## src/rtl/instr_mem_sync.sv

```systemverilog
// Writable instruction memory: self-fills with HALT_WORD after reset, accepts
// loader writes, then serves fetches through a registered request/valid/stall port.
module instr_mem_sync #(
  parameter int                DATA_W    = 32,
  parameter int                ADDR_W    = 32,
  parameter int                DEPTH     = 64,
  parameter logic [DATA_W-1:0] NOP_WORD  = 32'h0000_0000,
  parameter logic [DATA_W-1:0] HALT_WORD = 32'hA800_FFFF
) (
  input  logic              clk,
  input  logic              rst,
  input  logic              fetch_req,
  input  logic [ADDR_W-1:0] fetch_addr,
  input  logic              fetch_stall,
  output logic [DATA_W-1:0] instr_out,
  output logic              instr_valid,
  output logic              fetch_err,
  input  logic              prog_we,
  input  logic [ADDR_W-1:0] prog_addr,
  input  logic [DATA_W-1:0] prog_data,
  input  logic              prog_done,
  output logic              prog_err,
  output logic              load_ready,
  output logic              run
);

  localparam int                IDX_W      = $clog2(DEPTH);
  localparam logic [IDX_W-1:0]  LAST_IDX   = IDX_W'(DEPTH - 1);
  localparam logic [ADDR_W:0]   BYTE_LIMIT = (ADDR_W + 1)'(4 * DEPTH);

  typedef enum logic [1:0] {
    S_INIT = 2'b00,
    S_LOAD = 2'b01,
    S_RUN  = 2'b10
  } state_e;

  // Range check runs on the full byte address so high bits never alias onto a word.
  function automatic logic addr_ok(input logic [ADDR_W-1:0] addr);
    return (addr[1:0] == 2'b00) && ({1'b0, addr} < BYTE_LIMIT);
  endfunction

  state_e              state_q, state_d;
  logic [IDX_W-1:0]    cnt_q, cnt_d;
  logic [DATA_W-1:0]   mem_q [DEPTH];
  logic                mem_we_s;
  logic [IDX_W-1:0]    mem_idx_s;
  logic [DATA_W-1:0]   mem_wdata_s;

  logic [DATA_W-1:0]   instr_q, instr_d;
  logic                valid_q, valid_d;
  logic                ferr_q, ferr_d;
  logic                perr_q, perr_d;
  logic                ready_q, ready_d;
  logic                run_q, run_d;

  logic                fetch_acc_s;
  logic                fetch_ok_s;
  logic [IDX_W-1:0]    fetch_idx_s;

  assign fetch_acc_s = (state_q == S_RUN) && fetch_req && !fetch_stall;
  assign fetch_ok_s  = addr_ok(fetch_addr);
  assign fetch_idx_s = fetch_addr[IDX_W+1:2];

  // Phase sequencing, init sweep and loader write port.
  always_comb begin
    state_d     = state_q;
    cnt_d       = cnt_q;
    mem_we_s    = 1'b0;
    mem_idx_s   = cnt_q;
    mem_wdata_s = HALT_WORD;
    perr_d      = 1'b0;
    case (state_q)
      S_INIT: begin
        mem_we_s = 1'b1;
        cnt_d    = cnt_q + IDX_W'(1);
        perr_d   = prog_we;
        if (cnt_q == LAST_IDX) begin
          state_d = S_LOAD;
        end else begin
          state_d = S_INIT;
        end
      end
      S_LOAD: begin
        if (prog_we && addr_ok(prog_addr)) begin
          mem_we_s    = 1'b1;
          mem_idx_s   = prog_addr[IDX_W+1:2];
          mem_wdata_s = prog_data;
          perr_d      = 1'b0;
        end else begin
          perr_d      = prog_we;
        end
        if (prog_done) begin
          state_d = S_RUN;
        end else begin
          state_d = S_LOAD;
        end
      end
      S_RUN: begin
        perr_d = prog_we;
      end
      default: begin
        state_d = S_INIT;
        cnt_d   = '0;
      end
    endcase
    ready_d = (state_d == S_LOAD);
    run_d   = (state_d == S_RUN);
  end

  // Fetch response: stall freezes the response registers exactly.
  always_comb begin
    instr_d = instr_q;
    valid_d = 1'b0;
    ferr_d  = 1'b0;
    if (fetch_acc_s) begin
      valid_d = 1'b1;
      if (fetch_ok_s) begin
        instr_d = mem_q[fetch_idx_s];
        ferr_d  = 1'b0;
      end else begin
        instr_d = NOP_WORD;
        ferr_d  = 1'b1;
      end
    end else if (fetch_stall) begin
      valid_d = valid_q;
      ferr_d  = ferr_q;
    end else begin
      valid_d = 1'b0;
      ferr_d  = 1'b0;
    end
  end

  // Control and output registers with synchronous reset.
  always_ff @(posedge clk) begin
    if (rst) begin
      state_q <= S_INIT;
      cnt_q   <= '0;
      instr_q <= NOP_WORD;
      valid_q <= 1'b0;
      ferr_q  <= 1'b0;
      perr_q  <= 1'b0;
      ready_q <= 1'b0;
      run_q   <= 1'b0;
    end else begin
      state_q <= state_d;
      cnt_q   <= cnt_d;
      instr_q <= instr_d;
      valid_q <= valid_d;
      ferr_q  <= ferr_d;
      perr_q  <= perr_d;
      ready_q <= ready_d;
      run_q   <= run_d;
    end
  end

  // Storage array; rst only suppresses writes, the init sweep does the clearing.
  always_ff @(posedge clk) begin
    if (mem_we_s && !rst) begin
      mem_q[mem_idx_s] <= mem_wdata_s;
    end
  end

  assign instr_out   = instr_q;
  assign instr_valid = valid_q;
  assign fetch_err   = ferr_q;
  assign prog_err    = perr_q;
  assign load_ready  = ready_q;
  assign run         = run_q;

endmodule

```

## config.mk

```make
export PLATFORM = sky130hd
export DESIGN_NAME = instr_mem_sync
export DESIGN_NICKNAME = d
export VERILOG_FILES = /design/src/rtl/instr_mem_sync.sv
export SDC_FILE = /design/constraint.sdc
export NUM_CORES = 2
export LEC_CHECK = 0
export BUFFER_PORTS_ARGS = -buffer_cell sky130_fd_sc_hd__buf_2
export CAP_MARGIN = 10
export CELL_PAD_IN_SITES_DETAIL_PLACEMENT = 1
export CELL_PAD_IN_SITES_GLOBAL_PLACEMENT = 1
export CORE_MARGIN = 2
export CORE_UTILIZATION = 35
export CTS_CLUSTER_SIZE = 12
export DETAILED_ROUTE_END_ITERATION = 8
export PLACE_DENSITY_LB_ADDON = 0.1
export SLEW_MARGIN = 30
export SYNTH_ARGS = -nofsm -noshare
export SYNTH_HDL_FRONTEND = slang
export SYNTH_SLANG_ARGS = --single-unit
```

## constraint.sdc

```tcl
create_clock -name clk -period 21 [get_ports clk]
set_clock_uncertainty 0.2 [all_clocks]
set_input_delay 4.2 -clock clk [delete_from_list [all_inputs] [get_ports clk]]
set_output_delay 4.2 -clock clk [all_outputs]
set_load 0.005 [all_outputs]
```

Yosys cells after proc, flatten, opt, wreduce, memory -nomap -nowiden. Memories as Yosys holds them, arrays and structs flattened. Index checks and enable logic that the tools add are counted.

Register bits after elaboration: 45. RAM bits: 2048. Word-level logic and storage cells: 50. Memories kept: 1. Output and inout bits: 37.

Memory list: mem_q (depth 64, bits a word 32, rd ports 1, clocked after Yosys merged registers in 0, wr ports 1, RTL line 44) `logic [DATA_W-1:0] mem_q [DEPTH];`.

Reduce and logical (&&, ||, !) cells: 13. Mux-type cells: 19. $add $sub $neg: 1. Order comparisons: 2. Eq/ne operators: 6.

Operator list (number): $mux W32 (3); $lt A32 B9 Y1 const B (2); $mux W6 (2); $pmux W6 S2 (1); $mux W1 (9); $add A6 B1 Y6 const B (1); $eq A6 B6 Y1 const B (1); $logic_and A1 B1 Y1 (6); $logic_not A2 Y1 (3); $pmux W2 S3 (1); $eq A2 B1 Y1 const B (2); $eq A2 B2 Y1 const B (2); $pmux W1 S2 (2); $reduce_or A2 Y1 (2); $logic_not A1 Y1 (2); $mux W2 (1); $ne A2 B1 Y1 const B (1).

Depth between registers and ports, before layout.
Depth in word-level cells: 8. Mapped depth: 11.

Worst setup path before layout. OpenSTA, ideal clock, no wires.

Path kind: input to register. From: input port prog_addr[27]. To: memory mem_q[14][0] (enable). Data required time: 20287 ps. Arrival: 9003 ps. Path buffers: 1. Slack: 11285 ps. Stages on the path: 6. Cells stage by stage: nor4_1 > nand4_2 > nor3_4 > mux2i_1 > buf_2 > nor4b_1.

Longest elaborated chain between the ends: 8. Elaborated cells on any way between the ends: 10.

Ends and longest elaborated chain: start: declaration (RTL line 19) `input logic [ADDR_W-1:0] prog_addr,`; $lt A32 B9 Y1 * (RTL line 39) `return (addr[1:0] == 2'b00) && ({1'b0, addr} < BYTE_LIMIT);`; $logic_and A1 B1 Y1 * (RTL line 39); $logic_and A1 B1 Y1 * (RTL line 84) `if (prog_we && addr_ok(prog_addr)) begin`; $mux W1 (RTL line 84); $pmux W1 S2 (RTL line 72) `case (state_q)`; $logic_and A1 B1 Y1 (RTL line 158) `if (mem_we_s && !rst) begin`; $mux W1 (RTL line 158); $mux W1 (implied by the code) (RTL line 159) `mem_q[mem_idx_s] <= mem_wdata_s;`; end: declaration (RTL line 44).

Every way passes the cells marked *; elsewhere a longest branch is shown, timed or not.

Final worst setup path.
From: input port fetch_addr[3]. To: register instr_q[19] (netlist: instr_out[19]).

Longest elaborated chain between the ends: 3. Elaborated cells on any way between the ends: 4.

Ends and longest elaborated chain: start: declaration (RTL line 13) `input logic [ADDR_W-1:0] fetch_addr,`; $lt A32 B9 Y1 (RTL line 39); $logic_and A1 B1 Y1 (RTL line 39); $mux W32 * (RTL line 117) `if (fetch_ok_s) begin`; end signal: assignment (RTL line 147) `instr_q <= instr_d;`; end: declaration (RTL line 49) `logic [DATA_W-1:0] instr_q, instr_d;`.

Marked as above. A chain may end at the register's enable or synchronous reset.

==> reports/results.tsv <==
stage	metric	value	unit
floorplan	core	231000	um^2
floorplan	start_util	0.353	
floorplan	die_area	236000	um^2
worst_setup_path	cp-start-kind	primary input	
worst_setup_path	crit_arrival	9.01	ns
timing	relSlewSlack	0.267	
power	p_leak	31.1	nW
worst_setup_path	timing.rr.end	mem_q[22][29]	
synth	synth_top_family_by_area	multiplexers	
worst_setup_path	criticalPathCategory	primary input to register	
timing	min_period	8.47	ns
clocking	cts_hold_buf	0	
global_route	antenna_found_initial	16	
synth	yosysWarnings	0	
synth	synthSimpleGateAreaFrac	0.0277	
synth	synth.avg_cell_area	21.8	um^2
floorplan	fp-row-count	176	
min_path	hold_depth	2	
synth	synthMuxAreaShare	0.156	
synth	synth_cell_types	83	
worst_setup_path	crit_slowest_cell	buf_4	
routing	drt_first_pass_iters	7	
synth	synthXorXnorAreaFrac	0.000431	
routing	wire_per_inst	36.7	um
synth	synth.yosys.seq_area_share	0.768	
min_path	hp-start	instr_valid	
cells_and_area	drive_gt1_frac	0.292	
floorplan	ioPinCount	139	
clocking	post-cts-setup-buffers	0	
placed_design	port_buffers	138	
synth	async_flop_share	0	
power	combPwrFrac	0.033	
timing	fmax	0.118	GHz
cells_and_area	fillers	21500	
global_route	grt_pass1_wl	368000	um
worst_setup_path	critical_path.max_fanout	83	
min_path	min_path_type	register to register	
global_route	first_global_vias	42800	
global_route	grt.overflow.total	0	
power	finalPower	8.67	mW
clocking	worstSkewPairLatency	0.86	ns
timing	finalHoldViolCount	0	
worst_setup_path	reg2reg_depth	9	
flow_run	maxCapViolations	0	
power	power_frac_seq	0.523	
clocking	ctsResizeCount	0	
power	clkPwrFrac	0.444	
routing	drt-vias-per-instance	5.59	
clocking	cts_tree	done	
clocking	cts_root_buf	clkbuf_16	
timing	drv_slew	0	
timing	finalSetupViolations	0	
placed_design	pre_cts_slack	11.51	ns
synth	synth_fp_nets	3829	
power	power.switching	1.85	mW
synth	syn-cell-area	81300	um^2
power	peakVddDrop	0.0000591	V
synth	synth-compound-area-share	0.0282	
worst_setup_path	cp-end-kind	register	
power	cellPowerDensity	92.9	nW/um^2
cells_and_area	fin_nets	4158	
cells_and_area	syn_to_final_growth	14.8	%
worst_setup_path	reg2reg_from	state_q[1]	
routing	drtIter0Drc	4178	
synth	netlist_instances	3722	
timing	tightest_slew	1.10	ns
clocking	cts_sinks	2093	
global_route	grtUsageTotal	0.227	
timing	layout_setup_ws	12.53	ns
synth	synth-edff-count	2048	
clocking	htree_levels	4	
clocking	max-clock-path-buffers	3	
clocking	path_clk_slew	0.06	ns
routing	antenna_left	0	
routing	drt_wl_total	267000	um
floorplan	die_height	486	um
synth	ys_ff_latch	2093	
worst_setup_path	crit_path_cell_trace	buf_8 -> buf_12 -> buf_12 -> buf_4 -> buf_4 -> mux4_2 -> and2_0 -> a2111oi_0 -> a41oi_1 -> a32o_1	
synth	synthAdderAreaFrac	0.000770	
timing	fin_setup_tns	0	ns
worst_setup_path	rrSetupSlack	16.54	ns
cells_and_area	final_util	0.405	
status	status	finished, final reports clean	
min_path	min_to	instr_valid	
synth	synth_flop_cell	edfxtp_1	
routing	vias	40700	
worst_setup_path	critPathRequiredTime	21.54	ns
timing	rsz0062_at_grt	false	
clocking	numCtsBuffers	226	
global_route	grt_max_degree	96	
worst_setup_path	slowest_delay	0.77	ns
placed_design	hpwl	149000	um
timing	fin_crit_sh	0.403	
power	internal_power	6.81	mW
power	p_sw_frac	0.214	
floorplan	die_x	486	um
placed_design	place_congestion	0.754	
routing	drc	0	
==> power groups by stage <==
stage | Combinational, mW | Clock [mW] | Sequential [mW]
CTS | 0.292 | 3.93 | 4.53
floorplan | 0.172 | 0 | 4.62
global route | 0.302 | 4.08 | 4.53
global placement | 0.290 | 0 | 4.62
finish | 0.286 | 3.85 | 4.53
detailed placement | 0.292 | 0 | 4.62
==> layer usage <==
layer / wire length, um / vias to the layer above / share of wire / track usage
met5: 0 / - / 0 / 0
met4: 5330 / 0 / 0.020 / 0.0495
li1: - / 16500 / - / -
met3: 13700 / 275 / 0.051 / 0.0329
met1: 119000 / 22900 / 0.44 / 0.322
met2: 129000 / 1084 / 0.48 / 0.370
==> cell usage in the layout (no fill, tap or decap), types with 13 or more instances in the layout <==
cell,netlist,final
a211oi_1,16,14
a21oi_1,22,21
a221oi_1,20,20
a22oi_1,65,65
a32o_1,13,13
a32oi_1,13,13
and2_2,0,13
buf_2,53,134
buf_4,52,161
clkbuf_1,47,87
clkbuf_16,0,230
clkinv_1,0,47
clkinv_2,0,29
dfxtp_1,45,45
edfxtp_1,2048,2048
mux2_2,32,32
mux2i_1,151,150
mux4_2,477,477
nand2_1,122,122
nand2b_1,34,15
nand2b_2,0,18
nand3_1,36,36
nor2_1,61,42
nor2_4,0,13
nor2b_1,28,15
nor3_2,0,20
nor4_1,28,20
o21ai_0,42,38
o22ai_1,18,18
==> how the worst max path moves through the flow <==
stage | start | to | cells past startpoint | slack, ns
3_5_place_dp | fetch_addr[2] | instr_out[1] | 9 | 11.51
5_1_grt | fetch_addr[3] | instr_out[19] | 10 | 12.22
6_report | fetch_addr[3] | instr_out[19] | 10 | 12.53
4_1_cts | fetch_addr[2] | instr_out[1] | 9 | 12.44
2_1_floorplan | prog_addr[27] | mem_q[14][0] | 6 | 11.28
3_3_place_gp | fetch_addr[2] | instr_out[15] | 8 | 11.01
==> flip-flops by register name (all words and copies together) (netlist names) <==
register / cells
instr_valid: 1
load_ready: 1
fetch_err: 1
prog_err: 1
cnt_q: 6
state_q: 2
mem_q: 2048
run: 1
instr_out: 32
==> worst max-delay path: cells and delay by family <==
family | cells | cell delay (ns)
AO/OA/AOI/OAI | 3 | 0.78
multiplexers | 1 | 0.58
AND/OR/NAND/NOR | 1 | 0.16
buffers and inverters | 5 | 2.94
==> cells by family after synthesis <==
group | count (synthesis)
flip-flops | 2093
XOR/XNOR | 4
adder cells (fa/ha/maj) | 5
buffers and inverters | 217
multiplexers | 664
AND/OR/NAND/NOR | 431
AO/OA/AOI/OAI | 308
==> through the flow <==
stage          hold slack [ns]  area [um^2]  std cells
2_1_floorplan            0.242        81300       3722
3_3_place_gp             0.247        86100       6846
3_5_place_dp             0.253        86200       6848
4_1_cts                  0.264        93300       7277
5_1_grt                  0.291        93300       7279
6_report                 0.258        93300       7283
==> cell type report <==
| type | instances | area, um^2 | share of cell area |
|---|---|---|---|
| clock buffer | 326 | 6210 | 0.0665 |
| inverter | 11 | 43.8 | 0.000469 |
| sequential | 2093 | 62400 | 0.669 |
| antenna | 5 | 12.5 | 0.000134 |
| tap | 3026 | 3790 | 0.0406 |
| clock inverter | 103 | 856 | 0.00917 |
| multi-input combinational | 1412 | 17900 | 0.192 |
| timing repair buffer | 307 | 2090 | 0.0224 |
==> synthesized netlist by cell type, types with 34 or more instances <==
cell | n | area, um^2
dfxtp_1 | 45 | 901
clkbuf_1 | 47 | 176
nor2_1 | 61 | 229
edfxtp_1 | 2048 | 61500
mux2i_1 | 151 | 1510
buf_4 | 52 | 390
o21ai_0 | 42 | 210
a22oi_1 | 65 | 488
buf_2 | 53 | 265
nand3_1 | 36 | 180
mux4_2 | 477 | 10700
nor3_1 | 35 | 175
nand2b_1 | 34 | 213
nand2_1 | 122 | 458
No activity file was read; power rests on OpenSTA's default activity.
